### src/rtl/box_cmd_receiver.sv
// Box-draw command receiver: parses and validates box packets from the RX byte
// stream and publishes box coordinates/colours only at frame boundaries.
module box_cmd_receiver #(
    parameter int N_BOX = 1,
    parameter int H_ACT = 1280,
    parameter int V_ACT = 720,
    parameter int XW    = $clog2(H_ACT),
    parameter int YW    = $clog2(V_ACT)
) (
    input  logic                clk,
    input  logic                rstn,
    input  logic                rx_valid,
    input  logic [7:0]          rx_data,
    input  logic                frame_start,
    output logic [N_BOX*XW-1:0] start_xs,
    output logic [N_BOX*YW-1:0] start_ys,
    output logic [N_BOX*XW-1:0] end_xs,
    output logic [N_BOX*YW-1:0] end_ys,
    output logic [N_BOX*24-1:0] colors,
    output logic                pkt_ok,
    output logic                pkt_err,
    output logic [15:0]         err_cnt
);

    localparam int unsigned NB   = N_BOX;
    localparam logic [7:0]  NMAX = 8'(N_BOX);
    localparam logic [11:0] HLIM = 12'(H_ACT);
    localparam logic [10:0] VLIM = 11'(V_ACT);

    typedef enum logic [2:0] {IDLE, CNT, DATA, CSUM, TAIL, DROP} state_t;

    // Matches the on-wire 48-bit record layout, MSB first.
    typedef struct packed {
        logic [10:0] sx;
        logic [9:0]  sy;
        logic [10:0] ex;
        logic [9:0]  ey;
        logic [5:0]  col;
    } rec_t;

    typedef struct packed {
        logic [XW-1:0] sx;
        logic [YW-1:0] sy;
        logic [XW-1:0] ex;
        logic [YW-1:0] ey;
        logic [23:0]   col;
    } box_t;

    function automatic box_t expand(input rec_t r);
        box_t b;
        b.sx  = XW'(r.sx);
        b.sy  = YW'(r.sy);
        b.ex  = XW'(r.ex);
        b.ey  = YW'(r.ey);
        b.col = {{4{r.col[5:4]}}, {4{r.col[3:2]}}, {4{r.col[1:0]}}};
        return b;
    endfunction

    state_t      state_q, state_d;
    logic [7:0]  n_q, n_d;
    logic [7:0]  k_q, k_d;
    logic [2:0]  bcnt_q, bcnt_d;
    logic [39:0] asm_q, asm_d;
    logic [7:0]  xor_q, xor_d;
    logic        csum_ok_q, csum_ok_d;
    logic        bad_q, bad_d;
    logic        pending_q, pending_d;
    logic        pkt_ok_q, pkt_ok_d;
    logic        pkt_err_q, pkt_err_d;
    logic [15:0] err_cnt_q, err_cnt_d;
    rec_t        work_q [NB];
    rec_t        work_d [NB];
    box_t        shadow_q [NB];
    box_t        shadow_d [NB];
    box_t        out_q [NB];
    box_t        out_d [NB];

    rec_t rec_new;
    logic rec_ok;
    logic accept;
    logic reject;

    always_comb begin
        state_d   = state_q;
        n_d       = n_q;
        k_d       = k_q;
        bcnt_d    = bcnt_q;
        asm_d     = asm_q;
        xor_d     = xor_q;
        csum_ok_d = csum_ok_q;
        bad_d     = bad_q;
        work_d    = work_q;
        accept    = 1'b0;
        reject    = 1'b0;

        rec_new = rec_t'({asm_q, rx_data});
        rec_ok  = (rec_new.sx <= rec_new.ex) && ({1'b0, rec_new.ex} < HLIM) &&
                  (rec_new.sy <= rec_new.ey) && ({1'b0, rec_new.ey} < VLIM);

        case (state_q)
            IDLE: begin
                if (rx_valid) state_d = (rx_data == 8'hA5) ? CNT : DROP;
            end
            CNT: begin
                if (!rx_valid) begin
                    reject  = 1'b1;
                    state_d = IDLE;
                end else begin
                    n_d    = rx_data;
                    xor_d  = rx_data;
                    k_d    = '0;
                    bcnt_d = '0;
                    bad_d  = 1'b0;
                    state_d = (rx_data == 8'd0 || rx_data > NMAX) ? DROP : DATA;
                end
            end
            DATA: begin
                if (!rx_valid) begin
                    reject  = 1'b1;
                    state_d = IDLE;
                end else begin
                    xor_d = xor_q ^ rx_data;
                    asm_d = {asm_q[31:0], rx_data};
                    if (bcnt_q == 3'd5) begin
                        bcnt_d = '0;
                        for (int unsigned i = 0; i < NB; i++) begin
                            if (k_q == 8'(i)) work_d[i] = rec_new;
                        end
                        if (!rec_ok) bad_d = 1'b1;
                        k_d = k_q + 8'd1;
                        if (k_q == n_q - 8'd1) state_d = CSUM;
                    end else begin
                        bcnt_d = bcnt_q + 3'd1;
                    end
                end
            end
            CSUM: begin
                if (!rx_valid) begin
                    reject  = 1'b1;
                    state_d = IDLE;
                end else begin
                    csum_ok_d = (rx_data == xor_q);
                    state_d   = TAIL;
                end
            end
            TAIL: begin
                if (rx_valid) begin
                    state_d = DROP;
                end else begin
                    accept  = csum_ok_q && !bad_q;
                    reject  = !(csum_ok_q && !bad_q);
                    state_d = IDLE;
                end
            end
            DROP: begin
                if (!rx_valid) begin
                    reject  = 1'b1;
                    state_d = IDLE;
                end
            end
            default: state_d = IDLE;
        endcase
    end

    // Commit reads shadow_q before an accept in the same cycle overwrites it,
    // so a coincident accept stays pending for the following frame.
    always_comb begin
        shadow_d  = shadow_q;
        out_d     = out_q;
        pending_d = pending_q;
        pkt_ok_d  = accept;
        pkt_err_d = reject;
        err_cnt_d = err_cnt_q;

        if (frame_start && pending_q) begin
            out_d     = shadow_q;
            pending_d = 1'b0;
        end
        if (accept) begin
            for (int unsigned i = 0; i < NB; i++) begin
                shadow_d[i] = (8'(i) < n_q) ? expand(work_q[i]) : '0;
            end
            pending_d = 1'b1;
        end
        if (reject && err_cnt_q != 16'hFFFF) err_cnt_d = err_cnt_q + 16'd1;
    end

    always_ff @(posedge clk or negedge rstn) begin
        if (!rstn) begin
            state_q   <= IDLE;
            n_q       <= '0;
            k_q       <= '0;
            bcnt_q    <= '0;
            asm_q     <= '0;
            xor_q     <= '0;
            csum_ok_q <= 1'b0;
            bad_q     <= 1'b0;
            pending_q <= 1'b0;
            pkt_ok_q  <= 1'b0;
            pkt_err_q <= 1'b0;
            err_cnt_q <= '0;
            work_q    <= '{default: '0};
            shadow_q  <= '{default: '0};
            out_q     <= '{default: '0};
        end else begin
            state_q   <= state_d;
            n_q       <= n_d;
            k_q       <= k_d;
            bcnt_q    <= bcnt_d;
            asm_q     <= asm_d;
            xor_q     <= xor_d;
            csum_ok_q <= csum_ok_d;
            bad_q     <= bad_d;
            pending_q <= pending_d;
            pkt_ok_q  <= pkt_ok_d;
            pkt_err_q <= pkt_err_d;
            err_cnt_q <= err_cnt_d;
            work_q    <= work_d;
            shadow_q  <= shadow_d;
            out_q     <= out_d;
        end
    end

    always_comb begin
        start_xs = '0;
        start_ys = '0;
        end_xs   = '0;
        end_ys   = '0;
        colors   = '0;
        for (int unsigned i = 0; i < NB; i++) begin
            start_xs[i*XW +: XW] = out_q[i].sx;
            start_ys[i*YW +: YW] = out_q[i].sy;
            end_xs[i*XW +: XW]   = out_q[i].ex;
            end_ys[i*YW +: YW]   = out_q[i].ey;
            colors[i*24 +: 24]   = out_q[i].col;
        end
    end

    assign pkt_ok  = pkt_ok_q;
    assign pkt_err = pkt_err_q;
    assign err_cnt = err_cnt_q;

endmodule
### config.mk
export PLATFORM = sky130hd
export DESIGN_NAME = box_cmd_receiver
export DESIGN_NICKNAME = d
export VERILOG_FILES = /design/src/rtl/box_cmd_receiver.sv
export SDC_FILE = /design/constraint.sdc
export NUM_CORES = 1
export LEC_CHECK = 0
export CORE_MARGIN = 8
export CORE_UTILIZATION = 30
export CTS_CLUSTER_SIZE = 28
export DETAILED_ROUTE_END_ITERATION = 12
export GPL_ROUTABILITY_DRIVEN = 0
export PLACE_DENSITY_LB_ADDON = 0.1
export SLEW_MARGIN = 30
export SYNTH_ARGS = -nofsm -noshare
export SYNTH_HDL_FRONTEND = slang
export SYNTH_SLANG_ARGS = --single-unit
### constraint.sdc
create_clock -name clk -period 2.3 [get_ports clk]
set_clock_uncertainty 0.05 [all_clocks]
set_input_delay 0.46 -clock clk [delete_from_list [all_inputs] [get_ports clk]]
set_output_delay 0.46 -clock clk [all_outputs]
set_load 0.005 [all_outputs]
; ---- Yosys cells after proc, flatten, opt, wreduce, memory -nomap -nowiden
; Index checks and enable logic that the tools add are counted.
; Widths: inputs -> output; s select.
[op_classes]
n_addsub = 4
order_cmp = 6
n_eq_ne = 18
mux = 35
bitwise = 1
n_reduce_logical = 23
[ops]
columns = operator, n
row1 = $mux 66, 1
row2 = $mux 8, 5
row3 = $mux 3, 13
row4 = $pmux 8 s2, 2
row5 = $pmux 3 s6, 1
row6 = $add 16x1->16 const B, 1
row7 = $eq 8x8->1, 2
row8 = $logic_not 8->1, 2
row9 = $ne 16x16->1 const B, 1
row10 = $ne 2x2->1 const B, 6
row11 = $reduce_and 4->1, 3
row12 = $le 11x11->1, 1
row13 = $lt 11x11->1 const B, 1
row14 = $le 10x10->1, 1
row15 = $lt 10x10->1 const B, 1
row16 = $mux 1, 10
row17 = $eq 3x3->1 const B, 3
row18 = $add 8x1->8 const B, 1
row19 = $eq 8x8->1 const B, 1
row20 = $gt 8x1->1 const B, 1
row21 = $lt 1x8->1 const A, 1
row22 = $sub 8x1->8 const B, 1
row23 = $xor 8x8->8, 1
row24 = $eq 3x2->1 const B, 2
row25 = other kinds (14), 25
[totals]
reg_bits = 271
input_bits = 12

; ---- Longest topological paths before layout
[depth]
depth_word = 8
depth_mapped = 8
mapped_depth_nobuf = 7

; ---- Worst setup path after synthesis
; Ideal clock, no wire load.
[synth_timing]
path_kind = flip-flop to flip-flop
from = register asm_q[7]
to = register bad_q
setup_ns = 0.132
t_arrival_ns = 1.746
t_required_ns = 2.118
slack_ns = 0.372
stages_incl_launch_ff = 8
path_buffers = 0
period_less_slack_ns = 1.928
path_cell_list = dfrtp_1 inv_1 ha_1 nand4_1 or3_1 a2111oi_0 o21a_1 a31oi_1
[synth_via]
elab_chain_cells = 5
word_cells_on_any_way = 6
[synth_lines]
columns = element, line
row1 = start: declaration, 63  ; logic [39:0] asm_q, asm_d;
row2 = start signal: assignment, 210  ; asm_q <= asm_d;
row3 = $le 10x10->1, 98  ; (rec_new.sy <= rec_new.ey) && ({1'b0, rec_new.ey} < VLIM);
row4 = $logic_and 1x1->1, 97  ; rec_ok = (rec_new.sx <= rec_new.ex) && ({1'b0, rec_new.ex} < HLIM) &&
row5 = $logic_and 1x1->1 *, 98
row6 = $ne 2x2->1 (no source line) *, -
row7 = $reduce_and 5->1 (no source line) *, -
row8 = end signal: assignment, 197  ; bad_q <= 1'b0;
row9 = end signal: assignment, 213  ; bad_q <= bad_d;
row10 = end: declaration, 66  ; logic bad_q, bad_d;
; Every way passes the cells marked *; elsewhere a longest branch is shown, timed or not.
; A chain may end at the register's enable or synchronous reset.

; ---- Final worst setup path
[layout_timing]
from = register asm_q[24]
to = register bad_q
[layout_via]
elab_chain_cells = 5
[layout_lines]
columns = element, line
row1 = $le 10x10->1, 98
row2 = $logic_and 1x1->1, 97
row3 = $logic_and 1x1->1, 98
row4 = $ne 2x2->1 (no source line), -
row5 = $reduce_and 5->1 (no source line), -
; Every way passes these cells.

==> reports/metrics.cfg <==
[detailed_routing]
dr_vias = 6750
detail_route.wl_per_cell_microns = 16.5
firstDrtPassIters = 4
wl_mm = 24.3
drt_iter0_markers = 328
ant_nets = 0
drc = 0
detail_route.vias_per_cell = 4.59

[grt]
grt.total_usage_pct = 12.2
largest_net_degree_at_the_start_of_global_routing = 61
first_global_vias = 7032
grt-ovfl-total = 0
antenna_found_initial = 0
grt_first_pass_wirelength_mm = 40.6

[timing]
fin_crit_ns = 2.11
drv_slew = 0
final_min_period_over_clock_period_pct = 91.9
worst_pin_slew_ns = 0.503
maxClockFrequency_ghz = 0.473
fin_worst_hold_slack_ns = 0.430
worst_slew_margin_rel_pct = 66.5
fin_setup_tns_ns = 0
timing_hold_violations_final = 0
fin_ws_ns = 0.186
final-setup-viol-count = 0
rsz0062_at_grt = no

[cells_and_area]
final.fill_count = 3315
layout-area-overhead-vs-synth_pct = 25.7
post_layout_instance_count_excluding_filler_cells = 1471
final_area_sq_mm = 0.0128
layout.nets = 1038
drive_above_1_share_pct = 16.7
finalCoreUtilization_pct = 38.2
n_antenna_cell = 0

[place]
dp_hpwl_mm = 16.8
number_of_port_buffers = 95
placement.cell_area_sq_mm = 0.0119
numPlacedInstances = 1418
place_worst_setup_slack_ns = -0.332

[die]
die_height_microns = 200
fp-row-count = 67
floorplan.die.width_microns = 200
num_io_pins = 96
die_area_sq_mm = 0.0401
initial_core_utilization_pct = 30.4
placeableCoreArea_sq_mm = 0.0335

[clock_network]
cts.htree.levels = 1
worstSkewPairLatency_ns = 0.53
clk_pin_slew_ns = 0.06
clock_tree_from_tritoncts = yes
ctsLongestPathBuffers = 3
tritoncts.num_buffers = 28
post_cts_resized = 0
cts-root-buf = sky130_fd_sc_hd__clkbuf_16
postCtsSetupBuffers = 0
cts.sink_count = 235
cts_hold_buffers = 1

[synthesis]
synth_top_cell_by_area = sky130_fd_sc_hd__dfrtp_1
postSynthAreaPerCell_sq_um = 11.5
synth_area_sq_mm = 0.0102
syn_inst = 889
asyncSetResetFlopFracSynth_pct = 100
most_common_cell_in_the_synthesized_netlist = sky130_fd_sc_hd__dfrtp_1
synth_seq_area_share_pct = 57.7
yosys-top-cells-area = sky130_fd_sc_hd__dfrtp_1 (58%), sky130_fd_sc_hd__mux2_2 (6.3%), sky130_fd_sc_hd__nand2_1 (4.4%), sky130_fd_sc_hd__a22o_1 (4.1%), sky130_fd_sc_hd__ha_1 (3.1%)
synth-edff-count = 0
yosysWarnings = 0
synth_common_cells = sky130_fd_sc_hd__dfrtp_1 (235), sky130_fd_sc_hd__nand2_1 (120), sky130_fd_sc_hd__o21ai_0 (60)
library_cells_used_by_synthesis = 58
synthFlopType = sky130_fd_sc_hd__dfrtp_1
area_share_of_the_largest_cell_type_after_synthesis_pct = 57.7
postSynthNetCount = 926
yosys_register_bits = 235

[critical_path]
critical_path.cell_chain = ha_1, nand3_1, or3_1, a2111oi_0, o21a_1, a31oi_1
path_delay_family = compound AO/OA/AOI/OAI gates
worst_path_largest_cell_delay_ns = 0.46
cp-end-kind = flop
worst-path-buf-inv = 0
cp_max_fo = 4
setup.worst_path.start_class = flop
slowest_stage = sky130_fd_sc_hd__dfrtp_1
required_ns = 2.65
critPathKind = reg -> reg
timing.critical_path.arrival_ns = 2.46

[pwr]
power.switching_fraction_pct = 26.4
power.clock.fraction_pct = 41.5
cellPowerDensity_mw_per_mm2 = 819
vdd_ir_drop_max_mv = 0.584
combPwrFrac_pct = 14.1
power_report.internal_total_mw = 7.73
power_mw = 10.5
power.share.sequential_pct = 44.3
static-leakage-power_nw = 6.02
switchingPower_mw = 2.77

[hold_path]
worstHoldPathType = in -> async

[outcome]
outcome = completed

[run]
cap_viol_max_count = 0

## layer usage
layer / GRT usage, % / up-vias / share of wire (%)
met4: 3.10 / 0 / 1.8
met5: 0 / - / 0
met2: 19.3 / 101 / 45
met1: 16.9 / 3302 / 49
met3: 2.34 / 32 / 4.1
li1: - / 3315 / -
## path summary, 6_finish.rpt
kind                       slack [ns]       start  cells past startpoint      endpoint
setup / recovery                 0.19   asm_q[24]                      6         bad_q
hold / removal                   0.43        rstn                      2    colors[14]
setup reg to reg                 0.19   asm_q[24]                      6         bad_q
hold reg to reg                  0.43  work_q[24]                      2    work_q[24]
max in group asynchronous        1.11        rstn                      3  shadow_q[65]
min in group clk                 0.43  work_q[24]                      2    work_q[24]
## layout by cell type (no fill, tap or decap), drive strengths merged, types with 30 or more instances in the layout
cell	n
mux2	76
o21ai	74
dfrtp	235
clkdlybuf4s50	94
nor2	30
clkbuf	42
a22o	48
nand2	120
a21oi	34
inv	36
buf	55
## flip-flops by register name, summed over array words and instances, names as in the netlist, 6 cells and up
name,cells
work_q,48
colors,6
n_q,8
xor_q,8
shadow_q,48
k_q,8
end_ys,10
start_xs,11
end_xs,11
asm_q,40
err_cnt,16
start_ys,10
## logic make-up (layout without fill, tap and decap cells)
group | count (synthesis) | after routing | synth area share (%)
and+or+nand+nor | 231 | 231 | 10.9
xor gates and xnor gates | 41 | 41 | 3.52
AOI/OAI and AO/OA | 177 | 177 | 11.2
adders and majority gates | 25 | 25 | 3.07
muxes | 76 | 76 | 8.39
buffers and inverters | 104 | 238 | 5.26
DFF | 235 | 235 | 57.7
## final cells by class
| class | instances | area (sq um) | area share, % |
|---|---|---|---|
| clock buffers | 42 | 815 | 6.36 |
| clock inverters | 10 | 104 | 0.810 |
| inverters | 36 | 135 | 1.05 |
| multi-input cells | 550 | 3800 | 29.6 |
| flip-flops and latches | 235 | 5880 | 45.9 |
| well taps | 448 | 561 | 4.37 |
| repair buffers | 150 | 1520 | 11.9 |
## power by group through the flow
stage / Sequential, mW / Combinational [mW] / Clock, mW
finish: 4.65 / 1.48 / 4.36
global route: 4.70 / 1.68 / 4.70
CTS: 4.65 / 1.52 / 4.52
detailed placement: 4.72 / 1.51 / 0
global placement: 4.72 / 1.49 / 0
floorplan: 4.67 / 1.03 / 0
No activity file was read; power rests on OpenSTA's default activity.
==> variant 1: new RTL, same flow settings <==
Set the parameter `H_ACT` to 640 (it was 1280).
--- a/src/rtl/box_cmd_receiver.sv
+++ b/src/rtl/box_cmd_receiver.sv
@@ -2,7 +2,7 @@
 // stream and publishes box coordinates/colours only at frame boundaries.
 module box_cmd_receiver #(
     parameter int N_BOX = 1,
-    parameter int H_ACT = 1280,
+    parameter int H_ACT = 640,
     parameter int V_ACT = 720,
     parameter int XW    = $clog2(H_ACT),
     parameter int YW    = $clog2(V_ACT)
Ports: changed (resized end_xs and start_xs); port bits go from 96 to 94. No check against the original RTL was run, so the function may have changed too.
==> variant 1 against the unedited design <==
- global-route usage grew 0.40 points
- count of clock-buffer cells in the layout decreased by 5
- synthesized area shrank 3.3%
- worst hold slack lost 0.069 ns
- setup slack improved by 0.017 ns
- sequential cell count down 6
- design area is 4.4% lower
- critical path type unchanged
- synthesized cell count is 4.3% lower
- wire length down 2.1%
Power is not compared: it rests on default switching activity, and its combinational part moved more than twofold at a synthesized area within 25%.
==> variant 1: results <==
logic_synthesis:
  synth_commonest_cells: "dfrtp_1 (229), nand2_1 (116), mux2_2 (74), o21ai_0 (65), a22o_1 (47)"
  synth.distinct_cells: 57
  syn-num-nets: 888
  synthTopCellsByArea: "dfrtp_1 (58%), mux2_2 (8.4%), nand2_1 (4.4%)"
  yosys_register_bits: 229
  netlist_instances: 851
  synth-seq-area-share: 0.581
final_layout:
  n_all_inverters: 33
  clkCellAreaFrac: 0.0698
  top_regs: "shadow_q: 46 flops, work_q: 46 flops, asm_q: 40 flops"
  buffer_area_frac: 0.107
  buffers: 130
  fin_nets: 980
  finalNonFillerCells: 1402
  drive_gt1_frac: 0.170
  clkbuf_count: 37
  multi_input_area_share: 0.300
  seq_area_um2: 5730
  seq_share: 0.468
  multi_input_cells: 522
  fillCellCount: 3179
placed_design:
  portBuffers: 93
  dpl_worst_slack_ns: -0.138
  dpl.hpwl_um: 16500
  place_area_um2: 11400
sta:
  finalCriticalPeriod_ns: 2.10
  worst_pin_slew_ns: 0.492
  hold_slack_ns: 0.361
worst_setup_path:
  cp.arrival_ns: 2.52
  crit_fanout: 14
  critPathMaxStageDelay_ns: 0.73
  r2r_slack_ns: 0.20
  crit_slowest_cell: "or4_2"
  crit_family: "simple AND/OR/NAND/NOR gates"
power:
  power_density_nw_per_um2: 741
  power_leakage_uw: 0.00578
  pg_clk_uw: 4130
cts:
  cts_buffers: 27
  htreeDepth: 1
  cts_buffer_depth: 3
detailed_routing:
  dr.pass1.iters: 5
  wl_met1_um: 11500
  met2_length_um: 10700
  wl_met3_um: 1040
  wl_per_cell_um: 17.0
  drtIter0Drc: 358
  routed-via-count: 6543
outcome:
  status: "complete, no violations"
global_routing:
  grt_pass1_vias: 6794
  grtUsageTotal: 0.126
  grt_max_degree: 67
  grt_pass1_wl_um: 39600
[variant 1: kinds of logic after synthesis]
group	after synthesis	share of synthesized area
flip-flops	229	0.581
AND/OR/NAND/NOR	213	0.102
AO/OA/AOI/OAI	172	0.117
buffers and inverters	100	0.0502
multiplexers	75	0.0855
XOR/XNOR	37	0.0328
adder cells (fa/ha/maj)	25	0.0317
[variant 1: worst paths after layout]
check / from / end / depth (start not counted)
worst min register to register: asm_q[7] / asm_q[15] / 2
worst max-delay path: bad_q / shadow_q[24] / 5
worst max register to register: bad_q / shadow_q[24] / 5
worst min-delay path: rstn / colors[15] / 2
min in group clk: asm_q[7] / asm_q[15] / 2
max in group asynchronous: rstn / start_ys[9] / 3
[variant 1: timing repair]
action                    4_1_cts  5_1_grt
hold buffers                    1        0
hold endpoints to repair       42        0
buffers inserted                0        0
[variant 1: layer usage]
metal  track usage  vias up
met5             0        -
met4        0.0334        0
met3        0.0235       35
met2         0.200      108
met1         0.173     3244
li1              -     3156
==> variant 2: new RTL, same flow settings <==
Made on the original files. Reset style: synchronous (`rstn`), changed in one clocked block.
--- a/src/rtl/box_cmd_receiver.sv
+++ b/src/rtl/box_cmd_receiver.sv
@@ -185,7 +185,7 @@
         if (reject && err_cnt_q != 16'hFFFF) err_cnt_d = err_cnt_q + 16'd1;
     end
 
-    always_ff @(posedge clk or negedge rstn) begin
+    always_ff @(posedge clk) begin
         if (!rstn) begin
             state_q   <= IDLE;
             n_q       <= '0;
Function: differs if rstn is asserted again (counterexample within 4 cycles, from zero or initial values and one cycle with rstn low); with rstn held inactive, the same outputs for 4 cycles.
==> variant 2 against the unedited design <==
- count of clock-buffer cells in the layout decreased by 1
- design area decreased by 3.4%
- setup slack got worse by 0.045 ns
- utilization increased by 0.91 points
- synthesized area decreased by 5.2%
- wire length increased by 6.7%
- sequential cell count unchanged
- worst hold slack got worse by 0.030 ns
- critical path depth increased by 2
- global-route usage increased by 1.2 points
- largest cell class unchanged
Power is not compared: it rests on default switching activity, and its combinational part moved more than twofold at a synthesized area within 25%.
==> variant 2: results <==
cts:
  cts_buffers: 28
  cts_buffer_depth: 3
  clk_latency_ns: 0.54
  root_buffer: "clkbuf_16"
  htreeDepth: 1
  cts.clk_slew.worst_paths_ns: 0.06
worst_hold_path:
  min_from: "shadow_q[53]"
  hp-class: "register to register"
sta:
  setup_viol: 0
  relSlewSlack: 0.534
worst_setup_path:
  crit_fanout: 3
  cp.arrival_ns: 2.53
  crit_start: "n_q[1]"
detailed_routing:
  routed-via-count: 8265
  dr.pass1.iters: 7
  wl_per_cell_um: 15.0
  drtIter0Drc: 302
logic_synthesis:
  synth_commonest_cells: "nand2_1 (317), dfxtp_1 (235), a21oi_1 (184), nor2_1 (75), clkbuf_1 (73)"
  synthTopCellsByArea: "dfxtp_1 (49%), nand2_1 (12%), a21oi_1 (9.5%)"
  yosys_warnings: 0
  synth-seq-area-share: 0.486
  syn-num-nets: 1243
  async_reset_ff_frac: 0
  synth_ff_type: "dfxtp_1"
  synth.distinct_cells: 56
global_routing:
  grt_pass1_vias: 8139
  grt_pass1_wl_um: 43500
  antenna_found_initial: 0
  grt_max_degree: 53
  grtUsageTotal: 0.133
final_layout:
  fin_nets: 1344
  top_regs: "shadow_q: 48 flops, work_q: 48 flops, asm_q: 40 flops"
  drive_gt1_frac: 0.112
  diodes: 0
power:
  power_leakage_uw: 0.00419
  peakVddDrop_v: 0.000575
placed_design:
  portBuffers: 95
  place_area_um2: 11400
  dpl.hpwl_um: 17500
outcome:
  status: "complete, no violations"
die:
  fp.coreArea_um2: 31600
## variant 2: cell types whose count changed in the layout (fill, tap and decap cells not counted), sizes merged, moves of 52 or more
cell,delta
o21ai,-52
dfxtp,+235
a21oi,+150
dfrtp,-235
mux2,-76
nand2,+197
## variant 2: cell type report
class	count	area, um^2
clock buffers	41	820
clock inverters	10	114
fillers	3263	19300
inverters	31	121
multi-input cells	838	4450
flip-flops and latches	235	4710
well taps	402	503
repair buffers	173	1660
## variant 2: cell families after synthesis
logic type               Yosys count  share of synthesized area
AND/OR/NAND/NOR                  498                      0.226
AO/OA/AOI/OAI                    289                      0.172
flip-flops                       235                      0.486
buffers and inverters            133                     0.0590
adder cells (fa/ha/maj)           25                     0.0323
XOR/XNOR                          23                     0.0208
multiplexers                       3                    0.00311
## variant 2: power breakdown
group | leakage, uW | total (uW) | switching, uW | internal (uW)
combinational | 0.00183 | 337 | 190 | 146
sequential | 0.00189 | 4100 | 16.8 | 4090
clock | 0.000461 | 4400 | 1720 | 2680
## variant 2: critical path, stage by stage, from the launching register on
cell,delay [ns]
dfxtp_2,0.34
inv_2,0.06
ha_4,0.13
or2b_4,0.26
or4_1,0.51
a222oi_1,0.25
buf_4,0.19
and4b_2,0.22
nor4_2,0.05
## variant 2: timing repair
item | CTS | global route
gates resized for setup | 0 | 11
setup buffers | 0 | 2
endpoints found under the setup margin | 0 | 2
## variant 2: path summary, 6_finish.rpt
kind                                    end  slack [ns]  cells after the start
worst max-delay path             state_q[2]        0.14                      8
worst min register to register  start_ys[8]        0.40                      2
worst max register to register   state_q[2]        0.14                      8
worst min-delay path            start_ys[8]        0.40                      2
## variant 2: metrics by stage
step	std cells	worst slack [ns]
3_5_place_dp	1677	-0.280
3_3_place_gp	1677	-0.262
5_1_grt	1730	-0.00872
2_1_floorplan	1206	0.121
4_1_cts	1728	0.0869
6_report	1730	0.142
## variant 2: metal layers
metal | vias up | wire, um | GRT usage
met4 | 0 | 395 | 0.0286
met1 | 3828 | 12800 | 0.180
met2 | 107 | 11700 | 0.218
met5 | - | 0 | 0
met3 | 31 | 1040 | 0.0254
li1 | 4299 | - | -
